<file path="src/rtl/keypad_pkg.sv">
// keypad_pkg: shared definitions for the Pmod KYPD scanner.
//  - Key-code constants for the operator keys.
//  - Frame-result encoding: 5 bits {valid, code}; KEY_NONE means "no single key".
//  - Scan FSM state type, column drive helper and the key-map decoder.
package keypad_pkg;

  localparam logic [3:0] KEY_ADD = 4'hA;
  localparam logic [3:0] KEY_SUB = 4'hB;
  localparam logic [3:0] KEY_MUL = 4'hC;
  localparam logic [3:0] KEY_DIV = 4'hD;
  localparam logic [3:0] KEY_EQ  = 4'hE;
  localparam logic [3:0] KEY_CLR = 4'hF;

  localparam logic [4:0] KEY_NONE = 5'b0_0000;

  // Column index 0 is the left column (Col[3]), index 3 the right column (Col[0]).
  typedef enum logic [1:0] {
    COL0 = 2'd0,
    COL1 = 2'd1,
    COL2 = 2'd2,
    COL3 = 2'd3
  } scan_state_t;

  // Active-low column drive: exactly one bit low, left column first.
  function automatic logic [3:0] col_drive(input logic [1:0] col_idx);
    logic [3:0] lead;
    lead = 4'b1000;
    return ~(lead >> col_idx);
  endfunction

  // row_onehot is active-high with bit 3 = top row. Anything that is not
  // exactly one row decodes to KEY_NONE.
  function automatic logic [4:0] decode_key(input logic [1:0] col_idx,
                                            input logic [3:0] row_onehot);
    logic [1:0] row_idx;
    logic [3:0] code;
    logic       valid;
    valid   = 1'b1;
    row_idx = 2'd0;
    code    = 4'h0;
    case (row_onehot)
      4'b1000: row_idx = 2'd0;
      4'b0100: row_idx = 2'd1;
      4'b0010: row_idx = 2'd2;
      4'b0001: row_idx = 2'd3;
      default: valid = 1'b0;
    endcase
    case ({row_idx, col_idx})
      4'd0:  code = 4'h1;
      4'd1:  code = 4'h2;
      4'd2:  code = 4'h3;
      4'd3:  code = KEY_ADD;
      4'd4:  code = 4'h4;
      4'd5:  code = 4'h5;
      4'd6:  code = 4'h6;
      4'd7:  code = KEY_SUB;
      4'd8:  code = 4'h7;
      4'd9:  code = 4'h8;
      4'd10: code = 4'h9;
      4'd11: code = KEY_MUL;
      4'd12: code = 4'h0;
      4'd13: code = KEY_CLR;
      4'd14: code = KEY_EQ;
      4'd15: code = KEY_DIV;
      default: code = 4'h0;
    endcase
    return valid ? {1'b1, code} : KEY_NONE;
  endfunction

endpackage

</file>
<file path="src/rtl/keypad_debounce.sv">
// keypad_debounce: commits a frame result once it has been seen on
// DEBOUNCE_SCANS consecutive frames and differs from what is committed.
// Ports:
//  clk, rst          clock, asynchronous active-high reset
//  frame_result [5]  {valid, code} of the frame just closed
//  frame_done        one-cycle pulse qualifying frame_result
//  key_code     [4]  last committed key code (held after release)
//  key_pressed       a debounced key is held
//  key_strobe        one-cycle pulse on each new key commit
module keypad_debounce
  import keypad_pkg::*;
#(
  parameter int DEBOUNCE_SCANS = 4
) (
  input  logic       clk,
  input  logic       rst,
  input  logic [4:0] frame_result,
  input  logic       frame_done,
  output logic [3:0] key_code,
  output logic       key_pressed,
  output logic       key_strobe
);

  localparam int CW = $clog2(DEBOUNCE_SCANS + 1);

  logic [4:0]    prev_reg, prev_next;
  logic [CW-1:0] stable_cnt_reg, stable_cnt_next;
  logic [4:0]    committed_reg;
  logic [3:0]    code_reg;
  logic          pressed_reg;
  logic          strobe_reg;
  logic          commit;

  always_comb begin
    prev_next       = prev_reg;
    stable_cnt_next = stable_cnt_reg;
    if (frame_done) begin
      if (frame_result == prev_reg) begin
        if (stable_cnt_reg < CW'(DEBOUNCE_SCANS))
          stable_cnt_next = stable_cnt_reg + 1'b1;
      end else begin
        stable_cnt_next = CW'(1);
        prev_next       = frame_result;
      end
    end
  end

  // Comparing against the full committed {valid, code} means a held key never
  // re-commits, while a direct slide to another key does.
  assign commit = frame_done && (stable_cnt_next == CW'(DEBOUNCE_SCANS)) &&
                  (frame_result != committed_reg);

  always_ff @(posedge clk or posedge rst) begin
    if (rst) begin
      prev_reg       <= KEY_NONE;
      stable_cnt_reg <= '0;
      committed_reg  <= KEY_NONE;
      code_reg       <= 4'h0;
      pressed_reg    <= 1'b0;
      strobe_reg     <= 1'b0;
    end else begin
      prev_reg       <= prev_next;
      stable_cnt_reg <= stable_cnt_next;
      strobe_reg     <= 1'b0;
      if (commit) begin
        committed_reg <= frame_result;
        if (frame_result[4]) begin
          code_reg    <= frame_result[3:0];
          pressed_reg <= 1'b1;
          strobe_reg  <= 1'b1;
        end else begin
          pressed_reg <= 1'b0;
        end
      end
    end
  end

  assign key_code    = code_reg;
  assign key_pressed = pressed_reg;
  assign key_strobe  = strobe_reg;

endmodule

</file>
<file path="src/rtl/keypad_scanner.sv">
// keypad_scanner: scans the 4x4 Pmod KYPD and reports one debounced key.
// Ports:
//  clk, rst        100 MHz clock, asynchronous active-high reset
//  Row        [4]  keypad rows, active-low, Row[3] = top row
//  Col        [4]  keypad columns, one bit low, Col[3] = left column
//  DecodeOut  [4]  committed key code, held after release
//  KeyPressed      debounced key currently held
//  KeyStrobe       one-cycle pulse on each new committed key
module keypad_scanner
  import keypad_pkg::*;
#(
  parameter int SETTLE_CYCLES  = 100000,
  parameter int DEBOUNCE_SCANS = 4
) (
  input  logic       clk,
  input  logic       rst,
  input  logic [3:0] Row,
  output logic [3:0] Col,
  output logic [3:0] DecodeOut,
  output logic       KeyPressed,
  output logic       KeyStrobe
);

  localparam int DW = (SETTLE_CYCLES > 1) ? $clog2(SETTLE_CYCLES) : 1;

  // Two-flop synchronizer per row; idle level is high (pulled up).
  logic [3:0] row_sync;

  for (genvar gi = 0; gi < 4; gi++) begin : g_row_sync
    logic meta_reg;
    logic sync_reg;
    always_ff @(posedge clk or posedge rst) begin
      if (rst) begin
        meta_reg <= 1'b1;
        sync_reg <= 1'b1;
      end else begin
        meta_reg <= Row[gi];
        sync_reg <= meta_reg;
      end
    end
    assign row_sync[gi] = sync_reg;
  end

  scan_state_t   state_reg;
  logic [3:0]    col_reg;
  logic [DW-1:0] dwell_reg;
  logic [1:0]    frame_cnt_reg, frame_cnt_next;   // low rows seen so far, saturates at 2
  logic [4:0]    frame_key_reg, frame_key_next;
  logic [4:0]    frame_result_reg;
  logic          frame_done_reg;

  logic [3:0]    rows_low;
  logic [2:0]    low_count;
  scan_state_t   state_next;

  assign rows_low   = ~row_sync;
  assign state_next = scan_state_t'(state_reg + 2'd1);

  // Fold this column's sample into the frame. Any second low row, whether in
  // the same column or another, marks the frame as ambiguous.
  always_comb begin
    low_count = 3'd0;
    for (int i = 0; i < 4; i++)
      low_count = low_count + {2'b00, rows_low[i]};
    frame_cnt_next = frame_cnt_reg;
    frame_key_next = frame_key_reg;
    if (low_count >= 3'd2) begin
      frame_cnt_next = 2'd2;
    end else if (low_count == 3'd1) begin
      if (frame_cnt_reg == 2'd0) begin
        frame_cnt_next = 2'd1;
        frame_key_next = decode_key(state_reg, rows_low);
      end else begin
        frame_cnt_next = 2'd2;
      end
    end
  end

  always_ff @(posedge clk or posedge rst) begin
    if (rst) begin
      state_reg        <= COL0;
      col_reg          <= 4'b0111;
      dwell_reg        <= '0;
      frame_cnt_reg    <= 2'd0;
      frame_key_reg    <= KEY_NONE;
      frame_result_reg <= KEY_NONE;
      frame_done_reg   <= 1'b0;
    end else begin
      frame_done_reg <= 1'b0;
      if (dwell_reg == DW'(SETTLE_CYCLES - 1)) begin
        dwell_reg <= '0;
        state_reg <= state_next;
        col_reg   <= col_drive(state_next);
        if (state_reg == COL3) begin
          frame_result_reg <= (frame_cnt_next == 2'd1) ? frame_key_next : KEY_NONE;
          frame_done_reg   <= 1'b1;
          frame_cnt_reg    <= 2'd0;
          frame_key_reg    <= KEY_NONE;
        end else begin
          frame_cnt_reg <= frame_cnt_next;
          frame_key_reg <= frame_key_next;
        end
      end else begin
        dwell_reg <= dwell_reg + 1'b1;
      end
    end
  end

  assign Col = col_reg;

  keypad_debounce #(
    .DEBOUNCE_SCANS(DEBOUNCE_SCANS)
  ) u_debounce (
    .clk          (clk),
    .rst          (rst),
    .frame_result (frame_result_reg),
    .frame_done   (frame_done_reg),
    .key_code     (DecodeOut),
    .key_pressed  (KeyPressed),
    .key_strobe   (KeyStrobe)
  );

endmodule

</file>
<file path="config.mk">
export PLATFORM = sky130hd
export DESIGN_NAME = keypad_scanner
export DESIGN_NICKNAME = d
export VERILOG_FILES = /design/src/rtl/keypad_pkg.sv /design/src/rtl/keypad_debounce.sv /design/src/rtl/keypad_scanner.sv
export SDC_FILE = /design/constraint.sdc
export NUM_CORES = 1
export LEC_CHECK = 0
export CAP_MARGIN = 20
export CORE_MARGIN = 2
export CORE_UTILIZATION = 53
export DETAILED_ROUTE_END_ITERATION = 16
export HOLD_SLACK_MARGIN = 0.02
export PLACE_DENSITY = 0.8
export SLEW_MARGIN = 20
export SYNTH_ARGS = -nofsm -noshare
export SYNTH_HDL_FRONTEND = slang
export SYNTH_SLANG_ARGS = --single-unit
</file>
<file path="constraint.sdc">
create_clock -name clk -period 2.7 [get_ports clk]
set_input_delay 0.81 -clock clk [delete_from_list [all_inputs] [get_ports clk]]
set_output_delay 0.81 -clock clk [all_outputs]
set_load 0.02 [all_outputs]
</file>
Word-level counts from Yosys, hierarchy flattened
Memories as Yosys holds them, arrays and structs flattened.
Index checks and enable logic that the tools add are counted.
{ "totals": {"output_inout_bits": 10, "register_bits": 63, "inputBits": 6, "elab_cells": 78, "mem_count": 1, "mem_bits_ro": 64} }
{ "op_classes": {"n_eq_ne": 11, "reduce_logical": 7, "mux": 26, "shifts": 1, "n_bitwise": 3, "n_addsub": 6, "n_lt_le_gt_ge": 2} }
{ "memory_table": {"columns": ["memory", "depth", "width", "read_ports", "rd_clocked_by_memory_dff", "write_ports", "line", "text"], "rows": [
  ["(no name shown)", 16, 4, 1, 0, 0, "keypad_pkg.sv:48", "case ({row_idx, col_idx})"]
]} }
{ "ops": {"columns": ["operator", "n"], "rows": [
  ["5-bit two-way mux", 6],
  ["17-bit by 1-bit adder with 17-bit output (second input constant)", 1],
  ["17-bit == test (second input constant)", 1],
  ["17-bit two-way mux", 1],
  ["2-bit two-way mux", 7],
  ["3-bit two-way mux", 3],
  ["1-bit two-way mux", 8],
  ["4-bit inverter", 2],
  ["2-bit case mux with 3 select lines", 1],
  ["2-bit AND reduction", 3],
  ["5-bit == test", 1],
  ["5-bit inequality test", 1],
  ["4-bit by 1-bit == test with 1-bit output (second input constant)", 1],
  ["4-bit by 2-bit == test with 1-bit output (second input constant)", 1],
  ["4-bit by 3-bit == test with 1-bit output (second input constant)", 1],
  ["4-bit == test (second input constant)", 1],
  ["4-bit OR reduction", 1],
  ["4-bit by 2-bit right shift with 4-bit output (first input constant)", 1],
  ["2-bit by 1-bit adder with 3-bit output", 1],
  ["3-bit by 1-bit adder with 3-bit output", 1],
  ["3-bit by 1-bit adder with 3-bit output (second input constant)", 1],
  ["3-bit by 1-bit == test with 1-bit output (second input constant)", 1],
  ["3-bit == test (second input constant)", 1],
  ["3-bit by 2-bit >= comparator with 1-bit output (second input constant)", 1],
  ["other kinds (8)", 9]
]} }

Logic depth before layout (Yosys ltp)
Gate-level depths: netlist (run 1).
An unclocked memory read counts as a cell.
{ "depth": {"ltp_word": 13, "ltp_mapped": 10, "ltp_nobuf": 10} }

Hierarchy
A second synthesis (run 1) with hierarchy kept.
{ "hier_totals": {"hier_cells": 272, "area_unflattened_um2": 3041.7} }
{ "modules_own_cells": {"columns": ["module", "area_per_inst_um2", "cells_per_inst", "seq_area_each_um2", "n_inst"], "rows": [
  ["keypad_scanner", 2187.1, 210, 1114.8, 1],
  ["keypad_debounce", 854.6, 62, 450.4, 1]
]} }

Least setup slack after synthesis (run 1)
OpenSTA, ideal clock, no wires.
{ "synth_path": {"kind": "register to register", "from": "register g_row_sync[3].sync_reg", "to": "register frame_key_reg[0]", "t_arrival_ns": 2.543, "slack_ns": 0.090, "stages_incl_launch_ff": 11, "t_required_ns": 2.633, "path_cell_list": "dfstp_2 fa_1 inv_1 ha_1 inv_1 ha_1 nor3_1 nand3_1 nor2b_1 a22o_1 a22o_1"} }
{ "synth_via": {"elab_chain_len": 12, "elab_cells_between_ends": 23} }
{ "synth_rtl": {"columns": ["item", "line", "text"], "rows": [
  ["start, declared", "keypad_scanner.sv:31", "logic sync_reg;"],
  ["start signal, assigned", "keypad_scanner.sv:38", "sync_reg <= meta_reg;"],
  ["4-bit inverter *", "keypad_scanner.sv:56", "assign rows_low = ~row_sync;"],
  ["4-bit by 1-bit == test with 1-bit output, or another cell as far along", "keypad_pkg.sv:41", "case (row_onehot)"],
  ["2-bit case mux with 3 select lines or 4-bit OR reduction (tied branches)", null, null],
  ["2-bit two-way mux or 1-bit two-way mux (tied branches)", "keypad_scanner.sv:70, keypad_pkg.sv:41", null],
  ["2-bit two-way mux or 1-bit two-way mux (tied branches)", "keypad_scanner.sv:69, keypad_scanner.sv:70", null],
  ["2-bit two-way mux or 1-bit two-way mux (tied branches)", "keypad_scanner.sv:67, keypad_scanner.sv:69", null],
  ["memory read 16 x 4 bit or 1-bit two-way mux (tied branches)", null, null],
  ["5-bit two-way mux", "keypad_pkg.sv:67", "return valid ? {1'b1, code} : KEY_NONE;"],
  ["5-bit two-way mux", "keypad_scanner.sv:70", "if (frame_cnt_reg == 2'd0) begin"],
  ["5-bit two-way mux", "keypad_scanner.sv:69", "end else if (low_count == 3'd1) begin"],
  ["5-bit two-way mux *", "keypad_scanner.sv:67", "if (low_count >= 3'd2) begin"],
  ["5-bit two-way mux *", "keypad_scanner.sv:94", "if (state_reg == COL3) begin"],
  ["end signal, assigned", "keypad_scanner.sv:101", "frame_key_reg <= frame_key_next;"],
  ["end, declared", "keypad_scanner.sv:48", "logic [4:0] frame_key_reg, frame_key_next;"]
]} }
Mark *: on every way between the ends. The rest lies on a longest branch, timed or not. The select of a mux whose other input is x is not followed.
A chain may end at the register's enable or synchronous reset.

Final worst setup path (run 1)
{ "layout_path": {"from": "register g_row_sync[1].sync_reg", "to": "register frame_key_reg[2]"} }
{ "layout_via": {"elab_chain_len": 12, "elab_cells_between_ends": 25} }
{ "layout_rtl": {"columns": ["item", "line"], "rows": [
  ["start, declared", "keypad_scanner.sv:31"],
  ["start signal, assigned", "keypad_scanner.sv:38"],
  ["4-bit inverter *", "keypad_scanner.sv:56"],
  ["4-bit by 1-bit == test with 1-bit output, or another cell as far along", "keypad_pkg.sv:41"],
  ["2-bit case mux with 3 select lines or 4-bit OR reduction (tied branches)", null],
  ["2-bit two-way mux or 1-bit two-way mux (tied branches)", "keypad_scanner.sv:70, keypad_pkg.sv:41"],
  ["2-bit two-way mux or 1-bit two-way mux (tied branches)", "keypad_scanner.sv:69, keypad_scanner.sv:70"],
  ["2-bit two-way mux or 1-bit two-way mux (tied branches)", "keypad_scanner.sv:67, keypad_scanner.sv:69"],
  ["memory read 16 x 4 bit or 1-bit two-way mux (tied branches)", null],
  ["5-bit two-way mux", "keypad_pkg.sv:67"],
  ["5-bit two-way mux", "keypad_scanner.sv:70"],
  ["5-bit two-way mux", "keypad_scanner.sv:69"],
  ["5-bit two-way mux *", "keypad_scanner.sv:67"],
  ["5-bit two-way mux *", "keypad_scanner.sv:94"]
]} }
Marks and branches as above.

==> impl_metrics.tcl, run 1 <==
set metrics [dict create \
    rsz0062_at_grt "yes" \
    worstPathCellList "fa_1, inv_1, ha_1, inv_1, ha_1, nor3_2, nand3_2, a21oi_1, a32o_1, a22o_1" \
    antenna_cells 0 \
    max_freq_ghz 0.383 \
    maxCapViolCount 0 \
    syn_avg_cell_area_sq_um 11.4 \
    min_from "g_row_sync[3].meta_reg$_DFF_PP1_" \
    firstDrtPassIters 4 \
    rrSetupSlack_ps 90 \
    layout_commonest_cell "dfrtp_1" \
    max_stage_delay_ps 570 \
    post_cts_buffers 0 \
    clk-insertion-delay-late_ps 340 \
    timing.setup.tns_ps 0 \
    ant_nets 0 \
    grt_antenna_before_repair 0 \
    worst_hold_slack_ps 356 \
    synth_edf_count 0 \
    grt_use_total_pct 18.9 \
    dp_hpwl_mm 3.83 \
    core_sq_um 5510 \
    initial_core_util_pct 54.6 \
    vias 2016 \
    p_per_area_nw_per_um2 561 \
    async_reset_ff_share_pct 100 \
    clkPwrFrac_pct 46.9 \
    clock_path_buffers 2 \
    crit_path_end_kind "flop" \
    yosysSeqAreaShare_pct 52.0 \
    reg2reg_to "frame_key_reg[2]$_DFFE_PP0N_" \
    grt_first_pass_wirelength_mm 9.11 \
    htreeDepth 3 \
    startpoint "g_row_sync[1].sync_reg$_DFF_PP1_" \
    grt_pass1_vias 2007 \
    fin_crit_sh_pct 96.7 \
    drt_wl_total_mm 5.35 \
    viasPerCell 5.43 \
    final_cell_mix "dfrtp_1 (51), nand2_1 (18), inv_1 (16), mux2_2 (15), clkdlybuf4s50_1 (15)" \
    slew_headroom_pct 49.7 \
    start_kind "flop" \
    period_needed_ps 2610 \
    hold_class "reg2reg" \
    syn_area_sq_um 3010 \
    cts_tree "built" \
    die_h_um 79.3 \
    synthesis.nets 285 \
    place_ws_ps -14.7 \
    worstRegToRegCells 10 \
    first_iter_violations 69 \
    criticalPathCategory "reg2reg" \
    layoutNonFillerInstCount 371 \
    yosys_most_used_dff "dfrtp_1" \
    cp.arrival_ps 2880 \
    grt_max_degree 29 \
    p_leak_nw 1.68 \
    cts_sinks 62 \
    layout-drive-gt1-share_pct 21.4 \
    largest_register_ffs 17 \
    ctsHoldBuffers 0 \
    clkTransAtPathRegs_ps 60 \
    tightest_slew_ps 748 \
    wire_per_inst_um 14.4 \
    critPathBufInv 2 \
    timing.rr.start "g_row_sync[1].sync_reg$_DFF_PP1_" \
    setup_violations 0 \
    synthesis.instances 264 \
    fin_skew_ps 7.11 \
    rows 27 \
    grt_overflow 0 \
    setup.worst_path.end "frame_key_reg[2]$_DFFE_PP0N_" \
    irDropWorstVdd_mv 0.320 \
    intPower_w 0.00158 \
    nets 315 \
    netSwitchingFraction_pct 20.8 \
    crit_path_max_fanout 7 \
    die_w_um 79.3 \
    dieArea_sq_um 6290 \
    hold_viol 0 \
    p_sw_w 0.000416 \
    netlist-cell-type-count 48 \
    drv_slew 0 \
    path_depth 10 \
    critPathTopFamily "adder cells" \
    ys_warn_count 0 \
    critPathSlowestCell "dfstp_2" \
    power_frac_comb_pct 5.8 \
    place_inst 355 \
    area_delta_synth_final_pct 18.3 \
    synth-seq-cells 62 \
    remaining_drc_errors 0 \
    root_buffer "clkbuf_8" \
    portBuffers 15 \
    crit_required_ps 2970 \
    status "completed" \
    pin_count 16 \
    gp_congestion 0.854 \
    fin_ws_ps 89.7 \
    seqPwrFrac_pct 47.3 \
    cts_made_buffers 9 \
]
-- how the worst min path moves through the flow --
| stage | end | slack, ps | depth (start not counted) |
|---|---|---|---|
| global placement | g_row_sync[3].sync_reg$_DFF_PP1_ | 350 | 0 |
| global route | g_row_sync[1].sync_reg$_DFF_PP1_ | 360 | 0 |
| detailed placement | g_row_sync[3].sync_reg$_DFF_PP1_ | 350 | 0 |
| CTS | g_row_sync[3].sync_reg$_DFF_PP1_ | 360 | 0 |
| finish | g_row_sync[3].sync_reg$_DFF_PP1_ | 360 | 0 |
| floorplan | g_row_sync[0].sync_reg$_DFF_PP1_ | 350 | 0 |
-- cells in the mapped netlist (2+ instances only) --
master / n / area share, %
o21ai_0: 12 / 2.0
a21o_1: 2 / 0.50
xnor2_1: 13 / 3.8
mux2_2: 15 / 5.6
or3_1: 2 / 0.42
nand3_1: 10 / 1.7
dfstp_2: 11 / 9.6
o2bb2ai_1: 3 / 0.87
a21oi_1: 11 / 1.8
nand2_1: 18 / 2.2
inv_1: 17 / 2.1
nor2_1: 13 / 1.6
o21ai_1: 3 / 0.50
nand4_1: 3 / 0.62
dfrtp_1: 51 / 42
nor4_1: 4 / 0.83
nor3b_1: 4 / 1.0
xor2_1: 13 / 3.8
nor2b_1: 5 / 1.0
buf_2: 2 / 0.33
a22o_1: 8 / 2.3
and4_1: 2 / 0.58
ha_1: 14 / 5.8
nand4b_1: 2 / 0.58
nor3_1: 3 / 0.50
-- per-layer routing --
layer	routed length, um	share of wire (%)	up-vias	GRT usage (%)
met5	0	0	-	0
met4	94	1.8	0	10.2
met3	167	3.1	11	4.66
met2	2690	50	33	30.1
met1	2400	45	989	23.6
li1	-	-	983	-
-- logic make-up (layout without fill, tap and decap cells) --
group / after synthesis / after routing / synth area share, %
and+or+nand+nor: 78 / 78 / 14.7
DFF: 62 / 62 / 52.0
AOI/OAI and AO/OA: 45 / 45 / 9.57
xor gates and xnor gates: 26 / 26 / 7.57
buffers and inverters: 21 / 56 / 2.95
muxes: 17 / 17 / 6.70
adders and majority gates: 15 / 15 / 6.49
-- repair_timing --
item | CTS | global route
endpoints found under the setup margin | 2 | 10
pin swaps | 0 | 1
gates cloned | 0 | 0
resized for setup | 1 | 9
-- power by group through the flow --
| stage | Sequential (W) | Combinational (W) | Clock, W |
|---|---|---|---|
| final | 0.000945 | 0.000116 | 0.000937 |
| after global routing | 0.000945 | 0.000130 | 0.000996 |
| after CTS | 0.000945 | 0.000107 | 0.000955 |
| after detailed placement | 0.000962 | 0.000106 | 0 |
| after global placement | 0.000961 | 0.000101 | 0 |
| after floorplan | 0.000961 | 0.0000652 | 0 |
-- worst reg2reg max path: cells and delay by family, from the launching register on --
family | cells | cell delay, ps
AO/OA/AOI/OAI | 3 | 590
AND/OR/NAND/NOR | 2 | 390
flip-flops | 1 | 570
buffers and inverters | 2 | 120
adder cells (fa/ha/maj) | 3 | 890
-- area by class of cell --
cell class,instances,area (sq um)
Clock buffer,13,169
Timing Repair Buffer,23,223
Clock inverter,3,65.1
Sequential cell,62,1570
Inverter,17,63.8
Multi-Input combinational cell,181,1380
Tap cell,72,90.1
Fill cell,433,1950
-- through the flow --
step	utilization, %	power [W]	cell area [sq um]
3_5_place_dp	59.9	0.00107	3300
5_1_grt	64.6	0.00207	3560
6_report	64.6	0.00200	3560
3_3_place_gp	59.9	0.00106	3300
4_1_cts	64.1	0.00201	3530
2_1_floorplan	-	0.00103	3010
(Power assumes the default switching activity.)
==> run 2, diff against run 1 <==
--- a/config.mk
+++ b/config.mk
@@ -6,11 +6,13 @@
 export NUM_CORES = 1
 export LEC_CHECK = 0
 export CAP_MARGIN = 20
+export CELL_PAD_IN_SITES_DETAIL_PLACEMENT = 1
+export CELL_PAD_IN_SITES_GLOBAL_PLACEMENT = 2
 export CORE_MARGIN = 2
-export CORE_UTILIZATION = 53
+export CORE_UTILIZATION = 36
 export DETAILED_ROUTE_END_ITERATION = 16
 export HOLD_SLACK_MARGIN = 0.02
-export PLACE_DENSITY = 0.8
+export PLACE_DENSITY = 0.79
 export SLEW_MARGIN = 20
 export SYNTH_ARGS = -nofsm -noshare
 export SYNTH_HDL_FRONTEND = slang
==> run 2 against run 1 <==
Against the previous run:
- core utilization shrank 20 points
- clock skew rose by 2.7 ps
- routed wire length grew 12%
- global-route usage shrank 3.8 points
- flip-flop and latch count unchanged
- clock-buffer cell count unchanged
- design area rose by 1.7%
==> impl_metrics.tcl, run 2 (same netlist as run 1, synthesis figures left out) <==
set metrics [dict create \
    drt_wl_total_mm 5.96 \
    root_buffer "clkbuf_8" \
    critPathTopFamily "adder cells" \
    core_sq_um 8180 \
    startpoint "g_row_sync[1].sync_reg$_DFF_PP1_" \
    die_w_um 95.4 \
    largest_register_ffs 17 \
    rrSetupSlack_ps 180 \
    viasPerCell 5.03 \
    grt_overflow 0 \
    fin_skew_ps 9.83 \
    intPower_w 0.00165 \
    cts_tree "built" \
    slew_headroom_pct 71.5 \
    netSwitchingFraction_pct 20.7 \
    first_iter_violations 23 \
    status "completed" \
    grt_antenna_before_repair 0 \
    worstRegToRegCells 11 \
    wire_per_inst_um 14.7 \
    crit_required_ps 2920 \
    portBuffers 15 \
    seqPwrFrac_pct 45.2 \
    grt_max_degree 63 \
    clkTransAtPathRegs_ps 70 \
    gp_congestion 0.730 \
    worstPathCellList "fa_1, inv_1, ha_1, inv_1, ha_1, nor2b_2, nand3_1, buf_4, a21oi_1, a32o_1, a22o_1" \
    power_frac_comb_pct 5.5 \
    grt_use_total_pct 15.0 \
    ant_nets 0 \
    layout_commonest_cell "dfrtp_1" \
    layoutNonFillerInstCount 407 \
    setup.worst_path.end "frame_result_reg[2]$_DFFE_PP0P_" \
    die_h_um 95.4 \
    cts_sinks 62 \
    crit_path_end_kind "flop" \
    timing.rr.start "g_row_sync[1].sync_reg$_DFF_PP1_" \
    fin_ws_ps 181 \
    criticalPathCategory "reg2reg" \
    area_delta_synth_final_pct 20.3 \
    hold_class "reg2reg" \
    final_cell_mix "dfrtp_1 (51), nand2_1 (18), inv_1 (16), mux2_2 (15), clkdlybuf4s50_1 (15)" \
    maxCapViolCount 0 \
    worst_hold_slack_ps 356 \
    critPathSlowestCell "dfstp_2" \
    place_ws_ps 84.5 \
    fin_crit_sh_pct 93.3 \
    rows 33 \
    clock_path_buffers 2 \
    grt_pass1_vias 2154 \
    tightest_slew_ps 423 \
    drv_slew 0 \
    dieArea_sq_um 9100 \
    remaining_drc_errors 0 \
    nets 318 \
    hold_viol 0 \
    reg2reg_to "frame_result_reg[2]$_DFFE_PP0P_" \
    max_stage_delay_ps 540 \
    htreeDepth 3 \
    p_per_area_nw_per_um2 576 \
    irDropWorstVdd_mv 0.284 \
    start_kind "flop" \
    power_w 0.00209 \
    path_depth 11 \
    grt_first_pass_wirelength_mm 10.3 \
    clk-insertion-delay-late_ps 340 \
    p_leak_nw 1.70 \
    cp.arrival_ps 2740 \
    crit_path_max_fanout 8 \
    period_needed_ps 2520 \
    initial_core_util_pct 36.8 \
    firstDrtPassIters 4 \
    final_core_util_pct 44.3 \
    p_sw_w 0.000432 \
    critPathBufInv 3 \
    dp_hpwl_mm 4.16 \
    clkPwrFrac_pct 49.2 \
    place_inst 391 \
    antenna_cells 0 \
    vias 2047 \
    layout-drive-gt1-share_pct 20.5 \
    setup_violations 0 \
    pin_count 16 \
    cts_made_buffers 9 \
    max_freq_ghz 0.397 \
]
run 2: worst register-to-register path: cells and delay by family (launching register included):
kind | cells | cell delay [ps]
AND/OR/NAND/NOR | 2 | 270
buffers and inverters | 3 | 270
flip-flops | 1 | 540
AO/OA/AOI/OAI | 3 | 550
adder cells (fa/ha/maj) | 3 | 780
run 2: per-layer routing:
metal	routed length, um	vias to the layer above	track usage [%]	share of wire [%]
met4	126	0	7.38	2.1
met5	0	-	0	0
met1	2940	1026	19.2	49
met3	142	11	3.56	2.4
li1	-	990	-	-
met2	2750	20	23.9	46
run 2: area by class of cell:
type                            count  area [sq um]
Clock buffer                       13           159
Clock inverter                      3          90.1
Tap cell                          105           131
Timing Repair Buffer               26           245
Multi-Input combinational cell    181          1360
Inverter                           17          63.8
Fill cell                         911          4560
Sequential cell                    62          1570
run 2: how the worst min path moves through the flow:
stage	startpoint	end	cells past startpoint
global route	g_row_sync[3].meta_reg$_DFF_PP1_	g_row_sync[3].sync_reg$_DFF_PP1_	0
CTS	g_row_sync[2].meta_reg$_DFF_PP1_	g_row_sync[2].sync_reg$_DFF_PP1_	0
global placement	g_row_sync[3].meta_reg$_DFF_PP1_	g_row_sync[3].sync_reg$_DFF_PP1_	0
detailed placement	g_row_sync[2].meta_reg$_DFF_PP1_	g_row_sync[2].sync_reg$_DFF_PP1_	0
floorplan	g_row_sync[0].meta_reg$_DFF_PP1_	g_row_sync[0].sync_reg$_DFF_PP1_	0
finish	g_row_sync[2].meta_reg$_DFF_PP1_	g_row_sync[2].sync_reg$_DFF_PP1_	0
run 2: power groups by stage:
stage               Combinational [W]  Clock (W)  Sequential, W
floorplan                   0.0000652          0       0.000961
global placement             0.000110          0       0.000960
detailed placement           0.000113          0       0.000961
CTS                          0.000114    0.00106       0.000943
global route                 0.000131    0.00110       0.000944
finish                       0.000115    0.00103       0.000944
run 2: timing repair:
item | in CTS | in global routing
endpoints found under the hold margin | 0 | 0
hold buffers | 0 | 0
gates resized for setup | 0 | 5
setup endpoints to repair | 0 | 10
setup buffers | 0 | 0
run 2: per-stage QoR:
stage	setup TNS, ps	instance area [sq um]
floorplan	0	3010
global placement	0	3360
detailed placement	0	3360
CTS	0	3610
global route	-1.70	3620
finish	0	3620
==> run 3, diff against run 2 <==
--- a/config.mk
+++ b/config.mk
@@ -10,6 +10,7 @@
 export CELL_PAD_IN_SITES_GLOBAL_PLACEMENT = 2
 export CORE_MARGIN = 2
 export CORE_UTILIZATION = 36
+export CTS_CLUSTER_SIZE = 40
 export DETAILED_ROUTE_END_ITERATION = 16
 export HOLD_SLACK_MARGIN = 0.02
 export PLACE_DENSITY = 0.79
==> results of run 3 <==
Final layout, timing and power as in run 2 (identical DEF).
